<file path="src/rtl/phase_sequencer.sv">
`default_nettype none
// ============================================================================
//  Module      : phase_sequencer
//  Description : Traffic-light phase sequencer.  Walks NS green/yellow, an
//                all-red clearance, EW green/yellow, a second clearance and an
//                optional pedestrian walk phase.  An external countdown timer
//                is loaded by a one-cycle timer_start pulse on every phase
//                entry and reports expiry with timer_done.  The emergency
//                input forces an all-red HOLD for as long as it stays high.
//
//  Ports       : clk          - single clock, rising edge
//                reset        - synchronous, active-high
//                timer_done   - one-cycle expiry pulse from the timer
//                ped_req      - pedestrian request, any length
//                emergency    - level, all-red hold while high
//                timer_start  - one-cycle pulse loading/starting the timer
//                timer_load   - timer load value, valid with timer_start
//                ns_light     - {red,yellow,green} north-south
//                ew_light     - {red,yellow,green} east-west
//                walk         - pedestrian walk indication
//                phase        - current state code
//
//  Config      : define PHASE_SEQ_PED_EN to enable the pedestrian request
//                latch and the WALK phase; without it ped_req is ignored,
//                walk stays low and CLEAR_B always returns to NS_GREEN.
//
//  Revision    : 1.0  initial release
// ============================================================================
module phase_sequencer #(
   parameter int               WIDTH    = 16,
   parameter logic [WIDTH-1:0] GREEN_T  = 16'd20,
   parameter logic [WIDTH-1:0] YELLOW_T = 16'd4,
   parameter logic [WIDTH-1:0] RED_T    = 16'd2,
   parameter logic [WIDTH-1:0] WALK_T   = 16'd10
) (
   input  logic             clk,
   input  logic             reset,
   input  logic             timer_done,
   input  logic             ped_req,
   input  logic             emergency,
   output logic             timer_start,
   output logic [WIDTH-1:0] timer_load,
   output logic [2:0]       ns_light,
   output logic [2:0]       ew_light,
   output logic             walk,
   output logic [2:0]       phase
);

   typedef enum logic [2:0] {
      NS_GREEN  = 3'd0,
      NS_YELLOW = 3'd1,
      CLEAR_A   = 3'd2,
      EW_GREEN  = 3'd3,
      EW_YELLOW = 3'd4,
      CLEAR_B   = 3'd5,
      WALK      = 3'd6,
      HOLD      = 3'd7
   } state_t;

   localparam logic [2:0] c_RED    = 3'b100;
   localparam logic [2:0] c_YELLOW = 3'b010;
   localparam logic [2:0] c_GREEN  = 3'b001;

   state_t           r_state;
   state_t           w_next;
   logic             r_fresh;        // first cycle after reset: CLEAR_B not yet entered
   logic             r_timer_start;
   logic [WIDTH-1:0] r_timer_load;
   logic [2:0]       r_ns;
   logic [2:0]       r_ew;
   logic             r_walk;

   logic             w_done_ok;
   logic             w_ped_pending;
   logic             w_start_nxt;
   logic [WIDTH-1:0] w_state_load;
   logic [WIDTH-1:0] w_load_nxt;
   logic [2:0]       w_ns_nxt;
   logic [2:0]       w_ew_nxt;
   logic             w_walk_nxt;

   // A done pulse seen while the timer is being (re)loaded, or in the cycle
   // right after reset, belongs to an abandoned count and must not advance us.
   assign w_done_ok = timer_done && !r_timer_start && !r_fresh;

`ifdef PHASE_SEQ_PED_EN
   logic r_ped_pending;

   // A request in the same cycle as WALK entry is kept, so it earns the next
   // WALK rather than being swallowed by the one just starting.
   always_ff @(posedge clk) begin
      if (reset) begin
         r_ped_pending <= 1'b0;
      end else if (ped_req) begin
         r_ped_pending <= 1'b1;
      end else if ((w_next == WALK) && (r_state != WALK)) begin
         r_ped_pending <= 1'b0;
      end
   end

   assign w_ped_pending = r_ped_pending;
`else
   logic w_unused_ped_req;

   assign w_unused_ped_req = ped_req;
   assign w_ped_pending    = 1'b0;
`endif

   // ------------------------------------------------------------------------
   // Next-state logic
   // ------------------------------------------------------------------------
   always_comb begin
      w_next = r_state;
      if (emergency) begin
         w_next = HOLD;
      end else begin
         case (r_state)
            NS_GREEN:  if (w_done_ok) w_next = NS_YELLOW;
            NS_YELLOW: if (w_done_ok) w_next = CLEAR_A;
            CLEAR_A:   if (w_done_ok) w_next = EW_GREEN;
            EW_GREEN:  if (w_done_ok) w_next = EW_YELLOW;
            EW_YELLOW: if (w_done_ok) w_next = CLEAR_B;
            CLEAR_B:   if (w_done_ok) w_next = w_ped_pending ? WALK : NS_GREEN;
            WALK:      if (w_done_ok) w_next = NS_GREEN;
            HOLD:      w_next = CLEAR_B;
            default:   w_next = CLEAR_B;
         endcase
      end
   end

   // ------------------------------------------------------------------------
   // Output decode from the next state so every output is registered and
   // lines up with the state it describes.
   // ------------------------------------------------------------------------
   always_comb begin
      w_ns_nxt     = c_RED;
      w_ew_nxt     = c_RED;
      w_walk_nxt   = 1'b0;
      w_state_load = RED_T;
      case (w_next)
         NS_GREEN: begin
            w_ns_nxt     = c_GREEN;
            w_state_load = GREEN_T;
         end
         NS_YELLOW: begin
            w_ns_nxt     = c_YELLOW;
            w_state_load = YELLOW_T;
         end
         EW_GREEN: begin
            w_ew_nxt     = c_GREEN;
            w_state_load = GREEN_T;
         end
         EW_YELLOW: begin
            w_ew_nxt     = c_YELLOW;
            w_state_load = YELLOW_T;
         end
         WALK: begin
            w_walk_nxt   = 1'b1;
            w_state_load = WALK_T;
         end
         default: begin
            w_state_load = RED_T;
         end
      endcase

      // The reset state is CLEAR_B without a timer load, so the first active
      // cycle counts as an entry even though the state code is unchanged.
      w_start_nxt = (w_next != HOLD) && ((w_next != r_state) || r_fresh);
      w_load_nxt  = w_start_nxt ? w_state_load : r_timer_load;
   end

   // ------------------------------------------------------------------------
   // State and output registers
   // ------------------------------------------------------------------------
   always_ff @(posedge clk) begin
      if (reset) begin
         r_state       <= CLEAR_B;
         r_fresh       <= 1'b1;
         r_timer_start <= 1'b0;
         r_timer_load  <= '0;
         r_ns          <= c_RED;
         r_ew          <= c_RED;
         r_walk        <= 1'b0;
      end else begin
         r_state       <= w_next;
         r_fresh       <= 1'b0;
         r_timer_start <= w_start_nxt;
         r_timer_load  <= w_load_nxt;
         r_ns          <= w_ns_nxt;
         r_ew          <= w_ew_nxt;
         r_walk        <= w_walk_nxt;
      end
   end

   assign timer_start = r_timer_start;
   assign timer_load  = r_timer_load;
   assign ns_light    = r_ns;
   assign ew_light    = r_ew;
   assign walk        = r_walk;
   assign phase       = r_state;

endmodule
`default_nettype wire
</file>
<file path="config.mk">
export PLATFORM = sky130hd
export DESIGN_NAME = phase_sequencer
export DESIGN_NICKNAME = d
export VERILOG_FILES = /design/src/rtl/phase_sequencer.sv
export SDC_FILE = /design/constraint.sdc
export NUM_CORES = 1
export LEC_CHECK = 0
export ABC_AREA = 1
export ABC_CLOCK_PERIOD_IN_PS = 1340
export CAP_MARGIN = 20
export CORE_ASPECT_RATIO = 1.5
export CORE_UTILIZATION = 37
export DETAILED_ROUTE_END_ITERATION = 8
export PLACE_DENSITY = 0.77
export SETUP_SLACK_MARGIN = 0.15
export SYNTH_ARGS = -nofsm -noshare
export SYNTH_HDL_FRONTEND = slang
export SYNTH_SLANG_ARGS = --single-unit
export TNS_END_PERCENT = 20
</file>
<file path="constraint.sdc">
create_clock -name clk -period 1.34 [get_ports clk]
set_input_delay 0.268 -clock clk [delete_from_list [all_inputs] [get_ports clk]]
set_output_delay 0.268 -clock clk [all_outputs]
set_load 0.1 [all_outputs]
</file>
== After elaboration in Yosys (flattened, before gate mapping) ==
Index checks and enable logic that the tools add are counted.

* Register bits: 28
* Input bits: 5

* Muxes and demuxes: 13
* Equality and inequality tests: 13
* Reductions and logical operators: 11

{| class="wikitable"
|+ Operators by type and width
! kind !! number
|-
| $mux W3 || 7
|-
| $pmux W3 S7 || 1
|-
| $eq A3 B3 Y1 const B || 6
|-
| $pmux W5 S3 || 1
|-
| $pmux W3 S2 || 2
|-
| $eq A3 B2 Y1 const B || 3
|-
| $eq A3 B1 Y1 const B || 2
|-
| $logic_not A3 Y1 || 2
|-
| $reduce_or A2 Y1 || 3
|-
| $logic_and A1 B1 Y1 || 3
|-
| $ne A3 B3 Y1 || 1
|-
| $ne A3 B3 Y1 const B || 1
|-
| $logic_not A1 Y1 || 2
|-
| $mux W1 || 2
|-
| $logic_or A1 B1 Y1 || 1
|}

== Longest topological paths before layout ==
Gate-level depths: netlist (run 1).

* Word-level depth: 9
* Mapped depth: 13
* Depth with buffers taken out: 13

== Least setup slack after synthesis (run 1) ==
OpenSTA, ideal clock, no wires.

* Path type: register -> register
* Start: register r_state[1] (netlist: phase[1])
* End: register r_timer_load[1] (netlist: timer_load[1])
* Stages on the path, launching flop included: 11
* Path buffers: 0
* Required time: 1,270 ps
* Data arrival time: 1,938 ps
* Setup slack: -668 ps
* Period minus slack after synthesis: 2,008 ps
* Setup time: 70 ps
* Path through: dfxtp_1 -> nand4_1 -> nand2_1 -> inv_2 -> nand3_1 -> nand2_1 -> inv_2 -> nand2_4 -> nand2_4 -> nand2_1 -> a21oi_1

* Longest elaborated chain between the ends: 7
* Elaborated cells on any way between the ends: 29
* Classes of those cells: 13 x eq/ne; 9 x mux; 7 x reduce/logical

{| class="wikitable"
|+ RTL lines
! what !! RTL line !! RTL
|-
| from (decl) || 64 || <nowiki>state_t r_state;</nowiki>
|-
| from (signal assigned) || 185 || <nowiki>r_state <= w_next;</nowiki>
|-
| $eq A3 B3 Y1 || 117 || <nowiki>case (r_state)</nowiki>
|-
| $reduce_or A2 Y1 (no line) || -- ||
|-
| $pmux W3 S7 || 117 ||
|-
| $mux W3 || 114 || <nowiki>if (emergency) begin</nowiki>
|-
| $eq A3 B3 Y1, or another cell as far along || 140 || <nowiki>case (w_next)</nowiki>
|-
| $reduce_or A2 Y1 (no line) / $logic_or A1 B1 Y1 (equally long branches) || -- ||
|-
| $pmux W5 S3 / $logic_and A1 B1 Y1 (equally long branches) || 140, 168 ||
|-
| to (signal assigned) || 188 || <nowiki>r_timer_load <= w_load_nxt;</nowiki>
|-
| to (decl) || 68 || <nowiki>logic [WIDTH-1:0] r_timer_load;</nowiki>
|}

Parallel ways exist; a longest one is shown, timed or not.
A chain may end at the register's enable or synchronous reset.

== Worst setup path after layout (run 1) ==
* Start: register r_fresh
* End: register r_timer_load[4] (netlist: timer_load[4])

* Longest elaborated chain between the ends: 8
* Elaborated cells on any way between the ends: 22
* Classes of those cells: 6 x eq/ne; 9 x mux; 7 x reduce/logical

{| class="wikitable"
|+ RTL lines
! what !! RTL line !! RTL
|-
| from (decl) || 66 || <nowiki>logic r_fresh;</nowiki>
|-
| from (signal assigned) || 178 || <nowiki>r_fresh <= 1'b1;</nowiki>
|-
| from (signal assigned) || 186 || <nowiki>r_fresh <= 1'b0;</nowiki>
|-
| $logic_not A1 Y1 || 84 || <nowiki>assign w_done_ok = timer_done && !r_timer_start && !r_fresh;</nowiki>
|-
| $logic_and A1 B1 Y1 || 84 ||
|-
| $mux W3, or another cell as far along || 123, 124 ||
|-
| $pmux W3 S7 || 117 ||
|-
| $mux W3 || 114 ||
|-
| $eq A3 B3 Y1, or another cell as far along || 140 ||
|-
| $reduce_or A2 Y1 (no line) / $logic_or A1 B1 Y1 (equally long branches) || -- ||
|-
| $pmux W5 S3 / $logic_and A1 B1 Y1 (equally long branches) || 140, 168 ||
|}

Parallel ways exist; a longest one is shown, timed or not.

==> results of run 1 <==
worst register-to-register path, stage by stage, from the launching register on:
cell	delay (ns)
dfxtp_2	0.34
nor2_4	0.16
nand4_1	0.18
nand2_1	0.14
inv_2	0.05
nand2_2	0.10
inv_1	0.06
nand3_1	0.08
o21ai_1	0.10
nand2_1	0.08
nand2_1	0.04
what timing repair did:
action	4_1_cts	5_1_grt
pin swaps	3	8
buffers inserted	1	1
resized for setup	9	11
endpoints found under the setup margin	16	16
per-layer routing:
layer | track usage [%] | up-vias | wire length [um]
li1 | - | 355 | -
met1 | 15.7 | 331 | 592
met2 | 32.6 | 36 | 1040
met3 | 5.06 | 8 | 101
met4 | 10.8 | 0 | 61
met5 | 0 | - | 0
power groups by stage:
stage,Clock (mW),Combinational [mW],Sequential (mW)
floorplan,0,0.261,0.651
global placement,0,0.491,0.527
detailed placement,0,0.497,0.528
CTS,0.265,0.509,0.517
global route,0.285,0.550,0.521
finish,0.259,0.529,0.518
kinds of logic (layout without fill, tap and decap cells):
kind of cell,Yosys count,after routing,synth area share (%)
AOI/OAI and AO/OA,6,6,3.97
buffers and inverters,24,47,17.9
DFF,16,16,42.3
other,1,12,0.495
and+or+nand+nor,53,53,35.4
through the flow:
| step | utilization, % | std cells |
|---|---|---|
| finish | 67.3 | 155 |
| global route | 67.3 | 155 |
| CTS | 65.2 | 154 |
| detailed placement | 62.2 | 149 |
| global placement | 62.2 | 149 |
| floorplan | - | 111 |
final timing paths:
check                                endpoint  slack, ns
worst max-delay path            timer_load[4]      -0.11
worst min-delay path            timer_load[3]       0.51
worst max register to register  timer_load[4]      -0.11
worst min register to register  timer_load[3]       0.51
cell type report:
cell class	count	area, um2	area share [%]
timing repair buffer	31	427	33.8
multi-input combinational	71	400	31.7
sequential	16	337	26.6
inverter	12	47.5	3.76
tap	21	26.3	2.08
clock buffer	3	22.5	1.78
clock inverter	1	3.75	0.297
sequential cells by signal (all words and copies together) (netlist names):
| name | count |
|---|---|
| walk | 1 |
| r_fresh | 1 |
| ns_light | 3 |
| timer_start | 1 |
| timer_load | 4 |
| phase | 3 |
| ew_light | 3 |
cell usage in the layout (no fill, tap or decap), types with 4 or more instances in the layout:
cell,Yosys,layout
buf_12,0,15
buf_4,12,13
conb_1,1,12
dfxtp_1,16,11
dfxtp_4,0,4
inv_1,7,5
inv_2,4,6
nand2_1,21,15
nand2_2,5,10
nand3_1,11,7
nand3_2,2,5
nor2_1,8,7
==> flow_summary.yaml, run 1 <==
critical_path:
  crit_top_cell: "nand2_1"
  critPathLaunchType: "flop"
  slowest_stage: "dfxtp_2"
  worst_r2r_path_depth: 10
  cp_slowest_stage_delay_ns: 0.34
  critPathArrivalTime_ns: 1.64
  worst-path-buf-inv: 2
  setup.worst_path.end_class: "flop"
  cpLargestDelayFamily: "simple AND/OR/NAND/NOR gates"
  cp_max_fo: 5
  path_cells: "nor2_4 > nand4_1 > nand2_1 > inv_2 > nand2_2 > inv_1 > nand3_1 > o21ai_1 > nand2_1 > nand2_1"
  r2r_start: "r_fresh"
  cp.depth: 10
  critPathRequiredTime_ns: 1.53
  critPathLaunch: "r_fresh"
  critPathKind: "flop to flop"
logic_synthesis:
  ys_ff_latch: 16
  yosysSeqAreaShare_pct: 42.3
  synth_top_cell_area_share_pct: 42.3
  synth-edff-count: 0
  ys.flop_type: "dfxtp_1"
  syn_avg_cell_area_um2: 7.57
  yosysWarnings: 0
  netlist_top_cells_area: "dfxtp_1 42%, buf_4 12%, nand2_1 10%"
  synth_cells: 100
  synthMostInstantiatedCell: "nand2_1"
  synth.distinct_cells: 17
  synthArstFlopShare_pct: 0
  netlist_top_cells_count: "21 x nand2_1, 16 x dfxtp_1, 12 x buf_4, 11 x nand3_1, 8 x nor2_1"
  syn_area_um2: 757
  yosysTopAreaCell: "dfxtp_1"
sta:
  drv_slew: 0
  post-route-period-util_pct: 108
  min_period_ns: 1.45
  maxClockFrequency_mhz: 690
  fin_ws_ns: -0.110
  whs_ns: 0.512
  timing.setup.tns_ns: -0.472
  rsz0062_at_grt: "true"
  clock_skew_ns: 0.00408
  setup_viol: 8
  hold_viol_final: 0
cts:
  cts.path.max_buffers: 2
  cts.sinks: 16
  insertion_delay_ns: 0.29
  cts_max_level: 1
  cts-root-buf: "clkbuf_4"
  tritoncts: "yes"
  numCtsBuffers: 3
  clk_pin_slew_worst_paths_ns: 0.09
  postCtsHoldBufs: 0
grt:
  grt_max_degree: 10
  grt_usage_pct: 17.8
  grt_pass1_vias: 690
  grt_overflow: 0
  antenna_found_initial: 0
  grt_pass1_wl_mm: 2.77
drt:
  ant_nets: 0
  vias: 730
  wirelength_mm: 1.79
  post_drt_wl_per_cell_um: 11.6
  vias_per_cell: 4.71
  drt-initial-drc-count: 16
  dr.pass1.iters: 7
  drc: 0
floorplanning:
  core_um2: 1880
  num_rows: 19
  fp.dieH_um: 57.4
  start_util_pct: 40.3
  die_w_um: 38.9
  dieArea_um2: 2230
  io_pins: 32
placed_design:
  io_buffers: 18
  dp_slack_ns: -0.531
  place_area_um2: 1170
  hpwl_mm: 1.27
  gp_congestion: 0.783
finish:
  antenna_cells: 0
  fillers: 138
  fin_nets: 140
  area_delta_synth_final_pct: 66.9
  layout-drive-gt1-share_pct: 50.0
  design_area_um2: 1260
run_status:
  violations: "negative setup slack"
  status: "complete, but fails checks"
hold_path:
  min_from: "timer_load[3]"
  min_path_cells: 2
  min_path_type: "flop to flop"
power_and_ir_drop:
  power.share.sequential_pct: 39.7
  switching_share_pct: 43.2
  p_leak_nw: 0.614
  p_int_mw: 0.742
  pwr-share-comb_pct: 40.5
  pwr-share-clk_pct: 19.9
  switchingPower_mw: 0.564
  fin_total_pwr_mw: 1.31
  powerDensity_nw_per_um2: 1030
  peakVddDrop_mv: 0.682
job:
  drv_cap: 0
Note: power is estimated with default switching activity, not from simulation.
==> run 2, diff against run 1 <==
--- a/config.mk
+++ b/config.mk
@@ -9,6 +9,7 @@
 export ABC_CLOCK_PERIOD_IN_PS = 1340
 export CAP_MARGIN = 20
 export CORE_ASPECT_RATIO = 1.5
+export CORE_MARGIN = 10
 export CORE_UTILIZATION = 37
 export DETAILED_ROUTE_END_ITERATION = 8
 export PLACE_DENSITY = 0.77
==> run 2 against run 1 <==
The run still ends with negative setup slack left. Total power about the same. First-iteration DRC count grew 13%. Combinational power grew 0.9%. Global-route usage shrank 8.9 points. Cell count up 3.2%. Sequential share of layout area shrank 0.62 points. Maximum frequency up 2.1%. Clock skew is 0.0022 ns lower. Setup slack improved by 0.030 ns. Routed wire length increased by 8.8%. Die area increased by 92%. Flip-flop and latch count stayed put. Critical endpoint unchanged. Largest cell class unchanged. Highest routed layer unchanged.
==> flow_summary.yaml, run 2 (synthesized netlist as in run 1, its figures left out) <==
critical_path:
  critPathKind: "flop to flop"
  critPathLaunchType: "flop"
  critPathArrivalTime_ns: 1.61
  worst_r2r_path_depth: 10
  setup.worst_path.end_class: "flop"
  cp_max_fo: 5
  critPathRequiredTime_ns: 1.53
finish:
  design_area_um2: 1290
  area_delta_synth_final_pct: 70.9
  final_cell_mix: "17 x buf_4, 15 x buf_12, 12 x nand2_2, 12 x nand2_1, 12 x conb_1"
  fillers: 168
  largest_register_ffs: 4
  mostFrequentLayoutCell: "buf_4"
  layout-drive-gt1-share_pct: 52.2
  antenna_cells: 0
  fin_nets: 144
drt:
  wirelength_mm: 1.95
  post_drt_wl_per_cell_um: 12.2
  drt-initial-drc-count: 18
  drc: 0
  ant_nets: 0
  dr.pass1.iters: 4
  vias_per_cell: 4.56
  vias: 730
run_status:
  status: "complete, but fails checks"
  violations: "negative setup slack"
sta:
  min_period_ns: 1.42
  maxClockFrequency_mhz: 704
  fin_ws_ns: -0.0803
  drv_slew: 0
  rsz0062_at_grt: "true"
  post-route-period-util_pct: 106
  hold_viol_final: 0
  setup_viol: 7
  whs_ns: 0.506
  clock_skew_ns: 0.00186
placed_design:
  io_buffers: 18
  place_area_um2: 1180
  hpwl_mm: 1.52
  gp_congestion: 0.809
hold_path:
  min_path_type: "flop to flop"
  min_path_cells: 2
power_and_ir_drop:
  switching_share_pct: 42.8
  peakVddDrop_mv: 0.727
  p_int_mw: 0.747
  power.share.sequential_pct: 39.7
  p_leak_nw: 0.627
  pwr-share-clk_pct: 19.4
  fin_total_pwr_mw: 1.31
  switchingPower_mw: 0.558
  pwr-share-comb_pct: 40.9
  powerDensity_nw_per_um2: 1010
grt:
  grt_max_degree: 10
  grt_pass1_vias: 751
  grt_usage_pct: 8.89
  grt_pass1_wl_mm: 3.11
  antenna_found_initial: 0
  grt_overflow: 0
floorplanning:
  io_pins: 32
  dieArea_um2: 4290
  num_rows: 20
  fp.dieH_um: 75.4
  core_um2: 2000
  die_w_um: 56.9
  start_util_pct: 37.8
cts:
  postCtsHoldBufs: 0
  cts-root-buf: "clkbuf_4"
  tritoncts: "yes"
  cts_max_level: 1
  numCtsBuffers: 3
  cts.sinks: 16
  insertion_delay_ns: 0.29
  clk_pin_slew_worst_paths_ns: 0.09
  cts.path.max_buffers: 2
job:
  drv_cap: 0
run 2: final timing paths:
kind / start / endpoint / slack [ns]
worst min register to register: timer_load[1] / timer_load[1] / 0.51
worst max-delay path: r_fresh / timer_load[4] / -0.08
worst max register to register: r_fresh / timer_load[4] / -0.08
worst min-delay path: timer_load[1] / timer_load[1] / 0.51
run 2: layer usage:
layer | global-route usage [%] | part of all wire [%] | wire length [um]
met1 | 7.18 | 35 | 678
met2 | 17.3 | 55 | 1070
met3 | 3.67 | 7.6 | 148
met4 | 5.50 | 2.6 | 51
met5 | 0 | 0 | 0
run 2: cell type report:
cell class | count | area [um2] | share of cell area (%)
clock inverter | 1 | 3.75 | 0.290
clock buffer | 3 | 22.5 | 1.74
timing repair buffer | 35 | 457 | 35.3
sequential | 16 | 337 | 26.0
tap | 22 | 27.5 | 2.13
inverter | 12 | 45.0 | 3.48
multi-input combinational | 71 | 402 | 31.0
run 2: critical path, cell delays in order, from the launching register on:
cell	delay (ns)
dfxtp_2	0.34
nor2_4	0.16
nand3_2	0.10
nand2_1	0.08
nand3_2	0.12
buf_4	0.16
buf_4	0.13
nand2_4	0.07
o21ai_1	0.06
nand2_1	0.06
nand2_1	0.04
run 2: power groups by stage:
stage | clock network (mW) | registers (mW) | logic [mW]
floorplan | 0 | 0.651 | 0.261
global placement | 0 | 0.528 | 0.495
detailed placement | 0 | 0.529 | 0.500
CTS | 0.262 | 0.517 | 0.513
global route | 0.291 | 0.520 | 0.558
finish | 0.253 | 0.518 | 0.534
run 2: stage by stage:
stage / instances / setup slack (ns) / setup TNS (ns) / util (%)
after global routing: 160 / -0.206 / -1.42 / 64.6
after global placement: 151 / -0.373 / -4.22 / 58.8
after floorplan: 111 / -0.0981 / -0.325 / -
after detailed placement: 151 / -0.444 / -4.94 / 58.8
final: 160 / -0.0803 / -0.349 / 64.6
after CTS: 157 / -0.106 / -0.411 / 61.9
run 2: what timing repair did:
| action | in CTS | in global routing |
|---|---|---|
| endpoints found under the setup margin | 15 | 16 |
| setup buffers | 2 | 3 |
| pin swaps | 6 | 8 |
| resized for setup | 9 | 12 |
==> run 3, diff against run 2 <==
--- a/config.mk
+++ b/config.mk
@@ -9,7 +9,6 @@
 export ABC_CLOCK_PERIOD_IN_PS = 1340
 export CAP_MARGIN = 20
 export CORE_ASPECT_RATIO = 1.5
-export CORE_MARGIN = 10
 export CORE_UTILIZATION = 37
 export DETAILED_ROUTE_END_ITERATION = 8
 export PLACE_DENSITY = 0.77
==> results of run 3 <==
The final DEF is identical to that of run 1; final timing and power are the same.
==> RTL change (settings of run 3) <==
The option `PHASE_SEQ_PED_EN` is turned on by a define.
--- a/src/rtl/phase_sequencer.sv
+++ b/src/rtl/phase_sequencer.sv
@@ -26,6 +26,8 @@
 //
 //  Revision    : 1.0  initial release
 // ============================================================================
+`define PHASE_SEQ_PED_EN
+
 module phase_sequencer #(
    parameter int               WIDTH    = 16,
    parameter logic [WIDTH-1:0] GREEN_T  = 16'd20,
Behaviour: not the same (a bounded check fails within 4 cycles, from zero or initial values and one cycle with reset high).
==> RTL change against run 3 <==
The run still ends with negative setup slack left. Worst setup slack lost 0.19 ns. Non-clock buffer count grew 15. Synthesized area grew 17%. Synthesized cell count grew 16%. Sequential cell count grew 1. Highest routed layer unchanged. Total power grew 23%. Cell area grew 22%. Combinational power grew 46%. Clock skew is essentially flat. Routed wire length grew 41%. Core utilization grew 1.5 points. Largest cell class unchanged. Hold slack lost 0.010 ns.
==> RTL change: results (changes against run 3) <==
\begin{tabular}{lr}
\hline
Metric & Value \\
\hline
\multicolumn{2}{l}{\textbf{Critical path}} \\
\quad Startpoint of the worst register-to-register path & timer\_start (was r\_fresh) \\
\quad Arrival time at the worst endpoint & 1.86 ns (was 1.64 ns) \\
\multicolumn{2}{l}{\textbf{Power and ir drop}} \\
\quad Internal Power & 897 uW (was 742 uW) \\
\quad Leakage & 0.000731 uW (was 0.000614 uW) \\
\quad Highest ir drop seen on vdd & 742 uV (was 682 uV) \\
\multicolumn{2}{l}{\textbf{Final layout}} \\
\quad Area of all placed cells without fillers & 1540 um\^{}2 (was 1260 um\^{}2) \\
\quad Share of cell area taken by multi-input logic gates & 0.333 (was 0.317) \\
\quad Final sequential cell count & 17 (was 16) \\
\quad Sequential portion of the cell area & 0.232 (was 0.266) \\
\multicolumn{2}{l}{\textbf{Routing}} \\
\quad Met2 Wirelength & 1.40 mm (was 1.04 mm) \\
\quad Routed vias/inst & 4.97 (was 4.71) \\
\quad DR WL/cell & 13.5 um (was 11.6 um) \\
\multicolumn{2}{l}{\textbf{Clock network}} \\
\quad Number of gates resized after CTS & 13 (was 9) \\
\quad Setup Buffers After CTS & 4 (was 1) \\
\multicolumn{2}{l}{\textbf{Run status}} \\
\quad Result of the run & finished, violations left (unchanged) \\
\quad Violations in the final reports & negative setup slack (unchanged) \\
\multicolumn{2}{l}{\textbf{Placement}} \\
\quad Placed cell count & 176 (was 149) \\
\quad Half-perimeter wire length after detailed placement & 1.68 mm (was 1.27 mm) \\
\multicolumn{2}{l}{\textbf{Worst hold path}} \\
\quad Min-Delay Startpoint & timer\_load[1] (was timer\_load[3]) \\
\multicolumn{2}{l}{\textbf{Timing}} \\
\quad Worst hold margin & 0.502 ns (was 0.512 ns) \\
\quad Final worst slack & -0.303 ns (was -0.110 ns) \\
\quad Final count of negative-setup-slack endpoints & 15 (was 8) \\
\multicolumn{2}{l}{\textbf{GRT}} \\
\quad Fraction of met2 tracks used by global routing & 0.400 (was 0.326) \\
\quad Routing usage on met1 & 0.208 (was 0.157) \\
\quad Total routing usage reported by global routing & 0.200 (was 0.178) \\
\quad Vias in the first global route & 858 (was 690) \\
\hline
\end{tabular}
-- RTL change: cell types whose count changed after synthesis, moves of 2 or more --
| cell | change |
|---|---|
| sky130_fd_sc_hd__o21ai_1 | +3 |
| sky130_fd_sc_hd__inv_1 | +3 |
| sky130_fd_sc_hd__nand3_1 | -2 |
| sky130_fd_sc_hd__nand2_1 | -2 |
| sky130_fd_sc_hd__nor2_1 | +7 |
-- RTL change: power groups by stage --
stage               Clock (uW)  Combinational [uW]  Sequential, uW
finish                     268                 774             570
CTS                        271                 726             569
detailed placement           0                 694             579
global placement             0                 682             578
global route               304                 804             573
floorplan                    0                 332             749
-- RTL change: cell families (layout without fill, tap and decap cells) --
kind of cell | Yosys count | after routing | share of synthesized area
compound gates | 12 | 12 | 0.101
flops | 17 | 17 | 0.386
buf+inv | 27 | 64 | 0.170
simple gates | 59 | 59 | 0.339
other cells | 1 | 12 | 0.00425
